===== config.mk =====
export PLATFORM = sky130hd
export DESIGN_NAME = vco_adc_datapath_mc
export DESIGN_NICKNAME = d
export VERILOG_FILES = /design/src/rtl/vco_datapath_pkg.sv /design/src/rtl/vco_datapath_lane.sv /design/src/rtl/vco_adc_datapath_mc.sv
export SDC_FILE = /design/constraint.sdc
export NUM_CORES = 1
export LEC_CHECK = 0
export CORE_ASPECT_RATIO = 0.7
export CORE_UTILIZATION = 63
export CTS_CLUSTER_DIAMETER = 80
export DETAILED_ROUTE_END_ITERATION = 10
export PLACE_DENSITY = 0.92
export SYNTH_ARGS = -nofsm -noshare
export SYNTH_HDL_FRONTEND = slang
export SYNTH_SLANG_ARGS = --single-unit

===== constraint.sdc =====
create_clock -name CLK_24M -period 14.95 [get_ports CLK_24M]
set_input_delay 2.99 -clock CLK_24M [delete_from_list [all_inputs] [get_ports CLK_24M]]
set_output_delay 2.99 -clock CLK_24M [all_outputs]
set_load 0.005 [all_outputs]

===== src/rtl/vco_datapath_pkg.sv =====
// vco_datapath_pkg: shared widths, types and saturation helper for the multi-channel VCO-ADC datapath
package vco_datapath_pkg;
  localparam int N_CH_D     = 2;
  localparam int CNT_BITS_D = 9;
  localparam int DECIM_D    = 8;
  localparam int EXT_D      = 3;
  localparam int OUT_BITS_D = 9;
  localparam int DC_SHIFT_D = 6;
  function automatic int acc_w(input int cb, input int dec, input int ext);
    return cb + 1 + $clog2(dec) + ext;
  endfunction
  function automatic logic signed [63:0] out_max(input int ob);
    return (64'sd1 <<< (ob - 1)) - 64'sd1;
  endfunction
  function automatic logic signed [63:0] out_min(input int ob);
    return -(64'sd1 <<< (ob - 1));
  endfunction
  typedef logic signed [CNT_BITS_D:0] diff_t;
  typedef logic signed [acc_w(CNT_BITS_D, DECIM_D, EXT_D)-1:0] acc_t;
  function automatic logic signed [63:0] saturate(input logic signed [63:0] v, input int ob);
    return v > out_max(ob) ? out_max(ob) : v < out_min(ob) ? out_min(ob) : v;
  endfunction
endpackage


===== src/rtl/vco_datapath_lane.sv =====
// vco_datapath_lane: one channel -- prev registers, wrap-safe differences, frame accumulator, saturation
// Ports: i_clk clock; i_rst_n sync active-low reset; i_primed delta valid; i_frame last cycle of frame;
//        i_cnt_p/i_cnt_n extended counters; o_res saturated frame result (combinational, valid with i_frame).
// Optional DC blocker enabled by macro VCO_DATAPATH_DC_BLOCK_EN.
module vco_datapath_lane
  import vco_datapath_pkg::*;
#(
  parameter int CNT_BITS       = CNT_BITS_D,
  parameter int DECIM          = DECIM_D,
  parameter int N_BITS_ACC_EXT = EXT_D,
  parameter int OUT_BITS       = OUT_BITS_D,
  parameter int DC_SHIFT       = DC_SHIFT_D
) (
  input  logic                i_clk,
  input  logic                i_rst_n,
  input  logic                i_primed,
  input  logic                i_frame,
  input  logic [CNT_BITS-1:0] i_cnt_p,
  input  logic [CNT_BITS-1:0] i_cnt_n,
  output logic [OUT_BITS-1:0] o_res
);
  localparam int AW = acc_w(CNT_BITS, DECIM, N_BITS_ACC_EXT);
  if (DECIM < 2 || DC_SHIFT < 1) begin : g_bad_cfg
    $error("vco_datapath_lane: DECIM must be >= 2 and DC_SHIFT >= 1");
  end
  logic [CNT_BITS-1:0] r_prev_p, r_prev_n, w_dp, w_dn;
  logic signed [CNT_BITS:0] w_d, w_dd;
  logic signed [AW-1:0] r_acc, w_sum;
  logic signed [63:0] w_pre;
  // modulo subtraction absorbs one counter wrap per cycle; deltas read as signed CNT_BITS values
  assign w_dp  = i_cnt_p - r_prev_p;
  assign w_dn  = i_cnt_n - r_prev_n;
  assign w_d   = $signed({w_dp[CNT_BITS-1], w_dp}) - $signed({w_dn[CNT_BITS-1], w_dn});
  // prev registers hold reset zeros in the unprimed cycle, so that delta is meaningless
  assign w_dd  = i_primed ? w_d : '0;
  assign w_sum = r_acc + AW'(w_dd);
  always_ff @(posedge i_clk)
    if (!i_rst_n) begin
      r_prev_p <= '0;
      r_prev_n <= '0;
      r_acc    <= '0;
    end else begin
      r_prev_p <= i_cnt_p;
      r_prev_n <= i_cnt_n;
      r_acc    <= i_frame ? '0 : w_sum;
    end
`ifdef VCO_DATAPATH_DC_BLOCK_EN
  localparam int FW = AW + DC_SHIFT + 2;
  logic signed [FW-1:0] r_avg, w_err;
  // avg carries DC_SHIFT fractional bits; w_err is result-avg in the same fixed-point scale
  assign w_err = (FW'(w_sum) <<< DC_SHIFT) - r_avg;
  assign w_pre = 64'(w_err >>> DC_SHIFT);
  always_ff @(posedge i_clk)
    if (!i_rst_n) r_avg <= '0;
    else if (i_frame) r_avg <= r_avg + (w_err >>> DC_SHIFT);
`else
  assign w_pre = 64'(w_sum);
`endif
  assign o_res = OUT_BITS'(saturate(w_pre, OUT_BITS));
endmodule


===== src/rtl/vco_adc_datapath_mc.sv =====
// vco_adc_datapath_mc: N_CH VCO-ADC lanes with internal decimation counter and valid/ready frame output
// Ports: CLK_24M clock; reset sync active-low; counter_p/counter_n packed per-channel counters;
//        channel_output packed signed frames; out_valid/out_ready handshake; overrun sticky; frame_phase debug.
// Optional DC blocker per lane enabled by macro VCO_DATAPATH_DC_BLOCK_EN.
module vco_adc_datapath_mc
  import vco_datapath_pkg::*;
#(
  parameter int N_CH           = N_CH_D,
  parameter int CNT_BITS       = CNT_BITS_D,
  parameter int DECIM          = DECIM_D,
  parameter int N_BITS_ACC_EXT = EXT_D,
  parameter int OUT_BITS       = OUT_BITS_D,
  parameter int DC_SHIFT       = DC_SHIFT_D
) (
  input  logic                      CLK_24M,
  input  logic                      reset,
  input  logic [N_CH*CNT_BITS-1:0]  counter_p,
  input  logic [N_CH*CNT_BITS-1:0]  counter_n,
  output logic [N_CH*OUT_BITS-1:0]  channel_output,
  output logic                      out_valid,
  input  logic                      out_ready,
  output logic                      overrun,
  output logic [$clog2(DECIM)-1:0]  frame_phase
);
  localparam int PW = $clog2(DECIM);
  localparam logic [PW-1:0] LAST = PW'(DECIM - 1);
  logic [PW-1:0] r_phase;
  logic r_primed, r_valid, r_ovr, w_frame;
  logic [N_CH*OUT_BITS-1:0] r_out, w_res;
  assign w_frame = r_primed && (r_phase == LAST);
  for (genvar c = 0; c < N_CH; c++) begin : g_lane
    vco_datapath_lane #(
      .CNT_BITS(CNT_BITS), .DECIM(DECIM), .N_BITS_ACC_EXT(N_BITS_ACC_EXT),
      .OUT_BITS(OUT_BITS), .DC_SHIFT(DC_SHIFT)
    ) u_lane (
      .i_clk    (CLK_24M),
      .i_rst_n  (reset),
      .i_primed (r_primed),
      .i_frame  (w_frame),
      .i_cnt_p  (counter_p[c*CNT_BITS +: CNT_BITS]),
      .i_cnt_n  (counter_n[c*CNT_BITS +: CNT_BITS]),
      .o_res    (w_res[c*OUT_BITS +: OUT_BITS])
    );
  end
  always_ff @(posedge CLK_24M)
    if (!reset) begin
      r_phase  <= '0;
      r_primed <= 1'b0;
      r_valid  <= 1'b0;
      r_ovr    <= 1'b0;
      r_out    <= '0;
    end else begin
      r_primed <= 1'b1;
      if (r_primed) r_phase <= w_frame ? '0 : r_phase + PW'(1);
      // a new frame always wins; losing an unaccepted one is flagged sticky
      if (w_frame) begin
        r_out   <= w_res;
        r_valid <= 1'b1;
        if (r_valid && !out_ready) r_ovr <= 1'b1;
      end else if (r_valid && out_ready) r_valid <= 1'b0;
    end
  assign channel_output = r_out;
  assign out_valid      = r_valid;
  assign overrun        = r_ovr;
  assign frame_phase    = r_phase;
endmodule


**After elaboration in Yosys (flattened, before gate mapping)**

Index checks and enable logic that the tools add are counted.
Widths: inputs -> output; s select.

- Add/subtract/negate cells: 9
- Order comparisons: 4
- Equality and inequality tests: 1
- Muxes and demuxes: 10
- Bitwise logic cells: 1
- Reductions and logical operators: 7

Operators with widths:

| cell | count |
|---|---|
| $mux 9 | 4 |
| $sub 9x9->9 | 4 |
| $add 16x10->16 | 2 |
| $gt 16x9->1 const B | 2 |
| $lt 16x9->1 const B | 2 |
| $mux 10 | 2 |
| $sub 9x9->10 | 2 |
| $add 3x1->3 const B | 1 |
| $eq 3x3->1 const B | 1 |
| $logic_and 1x1->1 | 3 |
| $mux 1 | 3 |
| $mux 3 | 1 |
| $reduce_and 2->1 | 1 |
| $reduce_bool 2->1 | 1 |
| $reduce_or 2->1 | 1 |
| $logic_not 1->1 | 1 |
| $not 1->1 | 1 |

- Register bits after elaboration: 92
- Input port bits: 39
- Output and inout bits: 23
- Logic and storage cells: 43

**Depth between registers and ports, before layout**

Gate-level depths: netlist (run 1).

- Depth after elaboration: 7
- Mapped depth: 27
- Gate-level depth less buffers: 27

**Hierarchy**

From an unflattened synthesis (run 1), not the netlist that was laid out.

- Cell total of the unflattened synthesis: 776
- Area total of the unflattened synthesis: 6789.0 sq um

By module, submodules not included:

| module | times used | cells an instance | area each (sq um) | seq. area each (sq um) |
|---|---|---|---|---|
| vco_datapath_lane | 2 | 335 | 2875.3 | 680.7 |
| vco_adc_datapath_mc | 1 | 106 | 1038.5 | 480.5 |

**Worst setup path before layout (run 1)**

No wires, ideal clock.

- Path kind: input-to-reg
- From: in counter_n[0]
- To: reg r_out[7] (netlist: channel_output[7])
- Setup time: 0.073 ns
- Arrival time: 7.611 ns
- Required time: 14.877 ns
- Setup slack: 7.267 ns
- Cell stages on the path: 23
- Buffers on the path: 0
- Cells stage by stage: inv_1 > ha_1 > inv_1 > fa_1 > a21o_1 > a21oi_1 > nor2_1 > o21a_1 > o21ai_0 > nand2_1 > ha_1 > o41ai_1 > o211ai_1 > inv_1 > ha_1 > and3_1 > nand2_1 > o21ai_0 > mux2_2 > o2bb2ai_2 > or4_4 > o41a_4 > o22ai_2

- Cells in the longest elaborated chain, start to end: 7
- Elaborated cells between the ends (all ways): 8
- Those cells by class: 3 x add/sub; 2 x order compare; 3 x mux

Ends and longest elaborated chain:

| what | line | text |
|---|---|---|
| start, declared | vco_adc_datapath_mc.sv:18 | `input logic [N_CH*CNT_BITS-1:0] counter_n,` |
| $sub 9x9->9 * | vco_datapath_lane.sv:32 | `assign w_dn = i_cnt_n - r_prev_n;` |
| $sub 9x9->10 * | vco_datapath_lane.sv:33 | `assign w_d = $signed({w_dp[CNT_BITS-1], w_dp}) - $signed({w_dn[CNT_BITS-1], w_dn});` |
| $mux 10 * | vco_datapath_lane.sv:35 | `assign w_dd = i_primed ? w_d : '0;` |
| $add 16x10->16 * | vco_datapath_lane.sv:36 | `assign w_sum = r_acc + AW'(w_dd);` |
| $lt 16x9->1 | vco_datapath_pkg.sv:21 | `return v > out_max(ob) ? out_max(ob) : v < out_min(ob) ? out_min(ob) : v;` |
| $mux 9 | vco_datapath_pkg.sv:21 |  |
| $mux 9 * | vco_datapath_pkg.sv:21 |  |
| end signal, assigned | vco_adc_datapath_mc.sv:57 | `r_out <= w_res;` |
| end, declared | vco_adc_datapath_mc.sv:29 | `logic [N_CH*OUT_BITS-1:0] r_out, w_res;` |

Every way passes the cells marked *; elsewhere a longest branch is shown, timed or not.
A chain may end at the register's enable or synchronous reset.

**Worst setup path after layout (run 1)**

- From: in counter_p[9]
- To: reg r_out[9] (netlist: channel_output[9])

- Cells in the longest elaborated chain, start to end: 7
- Elaborated cells between the ends (all ways): 8
- Those cells by class: 3 x add/sub; 2 x order compare; 3 x mux

Ends and longest elaborated chain:

| what | line | text |
|---|---|---|
| start, declared | vco_adc_datapath_mc.sv:17 | `input logic [N_CH*CNT_BITS-1:0] counter_p,` |
| $sub 9x9->9 * | vco_datapath_lane.sv:31 | `assign w_dp = i_cnt_p - r_prev_p;` |
| $sub 9x9->10 * | vco_datapath_lane.sv:33 |  |
| $mux 10 * | vco_datapath_lane.sv:35 |  |
| $add 16x10->16 * | vco_datapath_lane.sv:36 |  |
| $lt 16x9->1 | vco_datapath_pkg.sv:21 |  |
| $mux 9 | vco_datapath_pkg.sv:21 |  |
| $mux 9 * | vco_datapath_pkg.sv:21 |  |

Marks and branches as above.

==> results.cfg, run 1 <==
[status]
status = complete, no violations

[synth]
yosys.area_share.simple_pct = 19.60
synthTopCellsByArea = dfxtp_1 (27%), ha_1 (15%), xnor2_1 (4.0%)
synth-xor-area-share_pct = 7.156
ys_warn_count = 0
netlist_area_um2 = 6714
synth-adder-area-share_pct = 17.67
synth_compound_area_share_pct = 22.23
synthMuxAreaShare_pct = 0.9132
synth-seq-cells = 92
synth_nets = 913
syn_avg_cell_area_um2 = 8.564
synth_top_cell_area_share_pct = 27.43
ys_types = 74
seq_area_frac_synth_pct = 27.43
netlist.top_cell.by_area = dfxtp_1
synth_edf_count = 0
syn_inst = 784
ys.flop_type = dfxtp_1
synth_top_family_by_area = compound AO/OA/AOI/OAI gates
postSynth.asyncResetShare_pct = 0

[global_route]
track_usage_pct = 28.44
use_met1_pct = 34.99
busiest_layer = met2
grt_pass1_wl_mm = 25.43
globalRouteOverflowTotal = 0
grt_max_degree = 69
antenna_found_initial = 0
met2_usage_pct = 50.58
first_global_vias = 5626
met3_usage_pct = 6.469

[critical_path]
reg2reg_from = g_lane[0].u_lane.r_prev_n[0]$_SDFF_PN0_
worstPathMaxFanout = 9
slowest_stage = clkdlybuf4s50_1
worst_r2r_endpoint = channel_output[7]$_SDFFE_PN0P_
required_ns = 15.16
reg2regPathDepth = 21
critPathLaunchType = input pin
worst_setup_path_end_kind = flip-flop
rrSetupSlack_ns = 9.18
slowest_delay_ns = 0.47
crit_arrival_ns = 8.84
crit_type = input pin to flip-flop

[timing]
final-setup-viol-count = 0
skew_ns = 0.009166
min_period_ns = 8.635
fin_setup_tns_ns = 0
rsz0062_at_grt = false
relSlewSlack_pct = 23.37
max_slew.worst_pin.slew_ns = 1.147
drv_slew = 0
hold_viol_final = 0
max_freq_ghz = 0.1158
post-route-period-util_pct = 57.76
setup_ws_ns = 6.315

[detailed_routing]
final_antenna_net_count = 0
vias_per_cell = 5.963
dr.pass1.iters = 7
routed_wl_mm = 15.44
avgRoutedWirePerCell_um = 15.90
post-route-drc-count = 0
drtIter0Drc = 434
vias = 5790

[power_and_ir_drop]
p_per_area_nw_per_um2 = 164.3
p_total_uw = 1267
ir_worst_vdd_mv = 0.09138
leakage_uw = 0.003360

[placement]
gp_congestion = 0.8963
port_buffers = 61
dpl_worst_slack_ns = 6.243
hpwl_mm = 11.49

[clocking]
postCtsSetupBuffers = 0
clk_pin_slew_ns = 0.06
root_buffer = clkbuf_16
clk_latency_ns = 0.35
htreeDepth = 3
clock-sinks = 92
cts_resized = 0
cts_hold_buf = 0
cts_buffers = 9
clock_path_buffers = 2
tritoncts = yes

[job]
maxCapViolations = 0

[die]
fp.coreArea_um2 = 10360
io_pins = 62
rows = 31
die_h_um = 88.37
start_util_pct = 64.83
dieArea_um2 = 11080
die_w_um = 125.4

[worst_hold_path]
holdPathStages = 2
worstHoldStart = channel_output[8]$_SDFFE_PN0P_
hold_end = channel_output[8]$_SDFFE_PN0P_
hold_class = flip-flop to flip-flop

[finish]
diodes = 0
area_growth_pct = 14.83
fin_nets = 964
mostFrequentLayoutCell = dfxtp_1
final_cell_mix = dfxtp_1 (92), ha_1 (82), nor2_1 (72)
layout-drive-gt1-share_pct = 6.913
-- power by group --
part / total (uW) / leakage [uW] / switching (uW) / internal, uW
logic: 709 / 0.00245 / 415 / 293
clock network: 250 / 0.000156 / 100 / 150
registers: 308 / 0.000759 / 18.4 / 289
total: 1270 / 0.00336 / 534 / 733
-- worst max path at each step --
stage | from | slack (ns) | cells after the start | end
2_1_floorplan | counter_n[0] | 7.27 | 23 | channel_output[7]$_SDFFE_PN0P_
3_3_place_gp | counter_n[0] | 6.36 | 26 | channel_output[7]$_SDFFE_PN0P_
3_5_place_dp | counter_n[0] | 6.24 | 26 | channel_output[7]$_SDFFE_PN0P_
4_1_cts | counter_p[9] | 6.47 | 25 | channel_output[16]$_SDFFE_PN0P_
5_1_grt | counter_p[9] | 5.78 | 25 | channel_output[9]$_SDFFE_PN0P_
6_report | counter_p[9] | 6.31 | 25 | channel_output[9]$_SDFFE_PN0P_
-- worst max-delay path: cells and delay by family --
family          cells  cell delay (ns)
compound gates     12             2.94
fa+ha+maj           4             1.38
buf+inv             3             0.62
simple gates        6             0.92
-- flip-flops by register name, summed over array words and instances (netlist names) --
signal	cells
frame_phase	3
channel_output	18
out_valid	1
overrun	1
g_lane.u_lane.r_prev_n	18
g_lane.u_lane.r_acc	32
r_primed	1
g_lane.u_lane.r_prev_p	18
-- routing by layer --
metal | vias to the layer above | routed length, um
met1 | 2738 | 7089
met2 | 184 | 7376
met3 | 31 | 725
met4 | 0 | 250
met5 | - | 0
li1 | 2837 | -
-- per-stage QoR --
step / hold WS, ns / cell area [um^2] / instances / util [%]
after global routing: 0.5103 / 7710 / 971 / 74.45
after CTS: 0.4934 / 7710 / 971 / 74.45
after detailed placement: 0.4818 / 7393 / 956 / 71.39
after global placement: 0.4487 / 7393 / 956 / 71.39
final: 0.4876 / 7710 / 971 / 74.45
after floorplan: 0.4600 / 6714 / 784 / -
-- final cells by class --
| class | instances | area, um^2 |
|---|---|---|
| clock inverter | 4 | 73.82 |
| fill | 715 | 2646 |
| timing repair buffer | 61 | 605.6 |
| clock buffer | 11 | 242.7 |
| sequential | 92 | 1842 |
| multi-input combinational | 606 | 4537 |
| tap | 132 | 165.2 |
| inverter | 65 | 244.0 |
-- kinds of logic after synthesis --
| group | count (synthesis) |
|---|---|
| AO/OA/AOI/OAI | 206 |
| XOR/XNOR | 54 |
| adder cells (fa/ha/maj) | 90 |
| buffers and inverters | 86 |
| flip-flops | 92 |
| multiplexers | 6 |
| AND/OR/NAND/NOR | 250 |
-- synthesized netlist by cell type (all sizes together), types with 3 or more instances --
cell	number
dfxtp	92
ha	82
nor2	72
inv	65
o21ai	58
a21oi	43
and2	41
xnor2	31
nand2	28
nor2b	25
nand2b	23
xor2	23
a21o	20
clkbuf	17
nor3	17
o22ai	17
o21a	13
a21boi	10
or2	9
and3	8
fa	8
nand3	8
a211oi	6
o211ai	6
mux2i	5
nand4	5
a2111oi	4
a31oi	4
buf	4
a211o	3
a311oi	3
nor3b	3
or3	3
Note: power is estimated with default switching activity, not from simulation.
==> inputs of run 2 (changes only) <==
--- a/config.mk
+++ b/config.mk
@@ -6,10 +6,10 @@
 export NUM_CORES = 1
 export LEC_CHECK = 0
 export CORE_ASPECT_RATIO = 0.7
-export CORE_UTILIZATION = 63
+export CORE_UTILIZATION = 53
 export CTS_CLUSTER_DIAMETER = 80
 export DETAILED_ROUTE_END_ITERATION = 10
-export PLACE_DENSITY = 0.92
+export PLACE_DENSITY = 0.83
 export SYNTH_ARGS = -nofsm -noshare
 export SYNTH_HDL_FRONTEND = slang
 export SYNTH_SLANG_ARGS = --single-unit
==> constraint.sdc (replaced) <==
create_clock -name CLK_24M -period 7.7 [get_ports CLK_24M]
set_input_delay 1.54 -clock CLK_24M [delete_from_list [all_inputs] [get_ports CLK_24M]]
set_output_delay 1.54 -clock CLK_24M [all_outputs]
set_load 0.005 [all_outputs]
==> results.cfg, run 2 (synthesized netlist as in run 1, its figures left out) <==
[placement]
gp_congestion = 0.9421
port_buffers = 61
hpwl_mm = 10.80
dpl_worst_slack_ns = 0.4245

[power_and_ir_drop]
ir_worst_vdd_mv = 0.1805
leakage_uw = 0.003346
p_per_area_nw_per_um2 = 308.3

[detailed_routing]
dr.pass1.iters = 5
vias = 5495
vias_per_cell = 5.512
post-route-drc-count = 0
final_antenna_net_count = 0
avgRoutedWirePerCell_um = 14.13
routed_wl_mm = 14.09
drtIter0Drc = 288

[finish]
diodes = 0
mostFrequentLayoutCell = dfxtp_1
fin_nets = 964
final_cell_mix = dfxtp_1 (92), ha_1 (82), nor2_1 (72)
largest_reg_flops = 32
area_growth_pct = 14.76
regMostFlops = g_lane.u_lane.r_acc
layout-drive-gt1-share_pct = 7.024

[global_route]
globalRouteOverflowTotal = 0
track_usage_pct = 23.13
antenna_found_initial = 0
grt_max_degree = 69
first_global_vias = 5261
grt_pass1_wl_mm = 24.12

[die]
io_pins = 62
rows = 33
die_h_um = 96.17
dieArea_um2 = 13130
fp.coreArea_um2 = 12020
start_util_pct = 55.88
die_w_um = 136.5

[critical_path]
required_ns = 7.90
endpoint = channel_output[16]$_SDFFE_PN0P_
worst_setup_path_end_kind = flip-flop
rrSetupSlack_ns = 2.12
reg2regPathDepth = 23
reg2reg_from = g_lane[1].u_lane.r_prev_n[0]$_SDFF_PN0_
worst_r2r_endpoint = channel_output[16]$_SDFFE_PN0P_
crit_arrival_ns = 7.15
cp-startpoint = counter_p[9]
worstPathMaxFanout = 8
critPathLaunchType = input pin
crit_type = input pin to flip-flop

[timing]
fin_setup_tns_ns = 0
max_slew.worst_pin.slew_ns = 1.158
hold_viol_final = 0
min_period_ns = 6.956
setup_ws_ns = 0.7442
drv_slew = 0
max_freq_ghz = 0.1438
post-route-period-util_pct = 90.33
rsz0062_at_grt = false
skew_ns = 0.005177
whs_ns = 0.4645
relSlewSlack_pct = 22.62
final-setup-viol-count = 0

[job]
maxCapViolations = 0

[worst_hold_path]
hold_class = flip-flop to flip-flop

[clocking]
clock-sinks = 92
htreeDepth = 3
cts_resized = 0
clk_pin_slew_ns = 0.06
clk_latency_ns = 0.34
cts_buffers = 9
clock_path_buffers = 2
root_buffer = clkbuf_16
cts_hold_buf = 0
tritoncts = yes
postCtsSetupBuffers = 0

[status]
status = complete, no violations
run 2: changes by cell type in the layout (fill, tap and decap cells not counted), sizes merged:
cell | before | now
bufinv | 2 | 0
clkbuf | 11 | 12
clkinv | 2 | 4
run 2: metal layers:
layer  GRT usage [%]  vias up  wire, um
met5               0        -         0
met4           6.019        0       184
met3           4.371       15       594
met2           38.20      115      6422
met1           30.93     2520      6888
li1                -     2845         -
run 2: worst max-delay path: stages:
cell             delay (ns)
clkdlybuf4s50_1        0.47
inv_1                  0.04
ha_1                   0.21
fa_1                   0.41
nor2b_1                0.11
o21ai_0                0.10
a21boi_0               0.31
o21ai_0                0.15
nand2b_1               0.12
xor2_1                 0.19
ha_1                   0.28
o21a_1                 0.12
nor2_1                 0.15
a21oi_2                0.07
a21oi_1                0.16
nor2b_1                0.06
nor2_1                 0.37
ha_1                   0.40
a21o_1                 0.26
o21ai_0                0.35
o311ai_0               0.19
nor3_1                 0.33
nor3_1                 0.13
a31oi_2                0.44
o22ai_1                0.18
run 2: area by class of cell:
class | count | area (um^2)
clock inverters | 4 | 23.77
multi-input cells | 606 | 4537
inverters | 65 | 244.0
well taps | 157 | 196.4
flip-flops and latches | 92 | 1842
fillers | 999 | 4310
repair buffers | 61 | 605.6
clock buffers | 12 | 256.5
run 2: power by group:
part	switching (uW)	total, uW	internal (uW)
logic	784	1350	566
registers	37.1	599	562
clock network	190	426	236
total	1010	2380	1360
run 2: worst min path at each step:
| stage | startpoint | endpoint | slack, ns | depth (start not counted) |
|---|---|---|---|---|
| final | overrun$_SDFFE_PN0P_ | overrun$_SDFFE_PN0P_ | 0.46 | 1 |
| after CTS | overrun$_SDFFE_PN0P_ | overrun$_SDFFE_PN0P_ | 0.47 | 1 |
| after global placement | overrun$_SDFFE_PN0P_ | overrun$_SDFFE_PN0P_ | 0.46 | 1 |
| after floorplan | channel_output[8]$_SDFFE_PN0P_ | channel_output[8]$_SDFFE_PN0P_ | 0.46 | 2 |
| after detailed placement | overrun$_SDFFE_PN0P_ | overrun$_SDFFE_PN0P_ | 0.45 | 1 |
| after global routing | overrun$_SDFFE_PN0P_ | overrun$_SDFFE_PN0P_ | 0.50 | 1 |
run 2: stage by stage:
step                std cells  cell area, um^2  utilization (%)  power (uW)
CTS                       997             7705            64.13        2375
finish                    997             7705            64.13        2375
floorplan                 784             6714                -        1673
global placement          981             7425            61.79        1906
global route              997             7705            64.13        2572
detailed placement        981             7425            61.79        1935
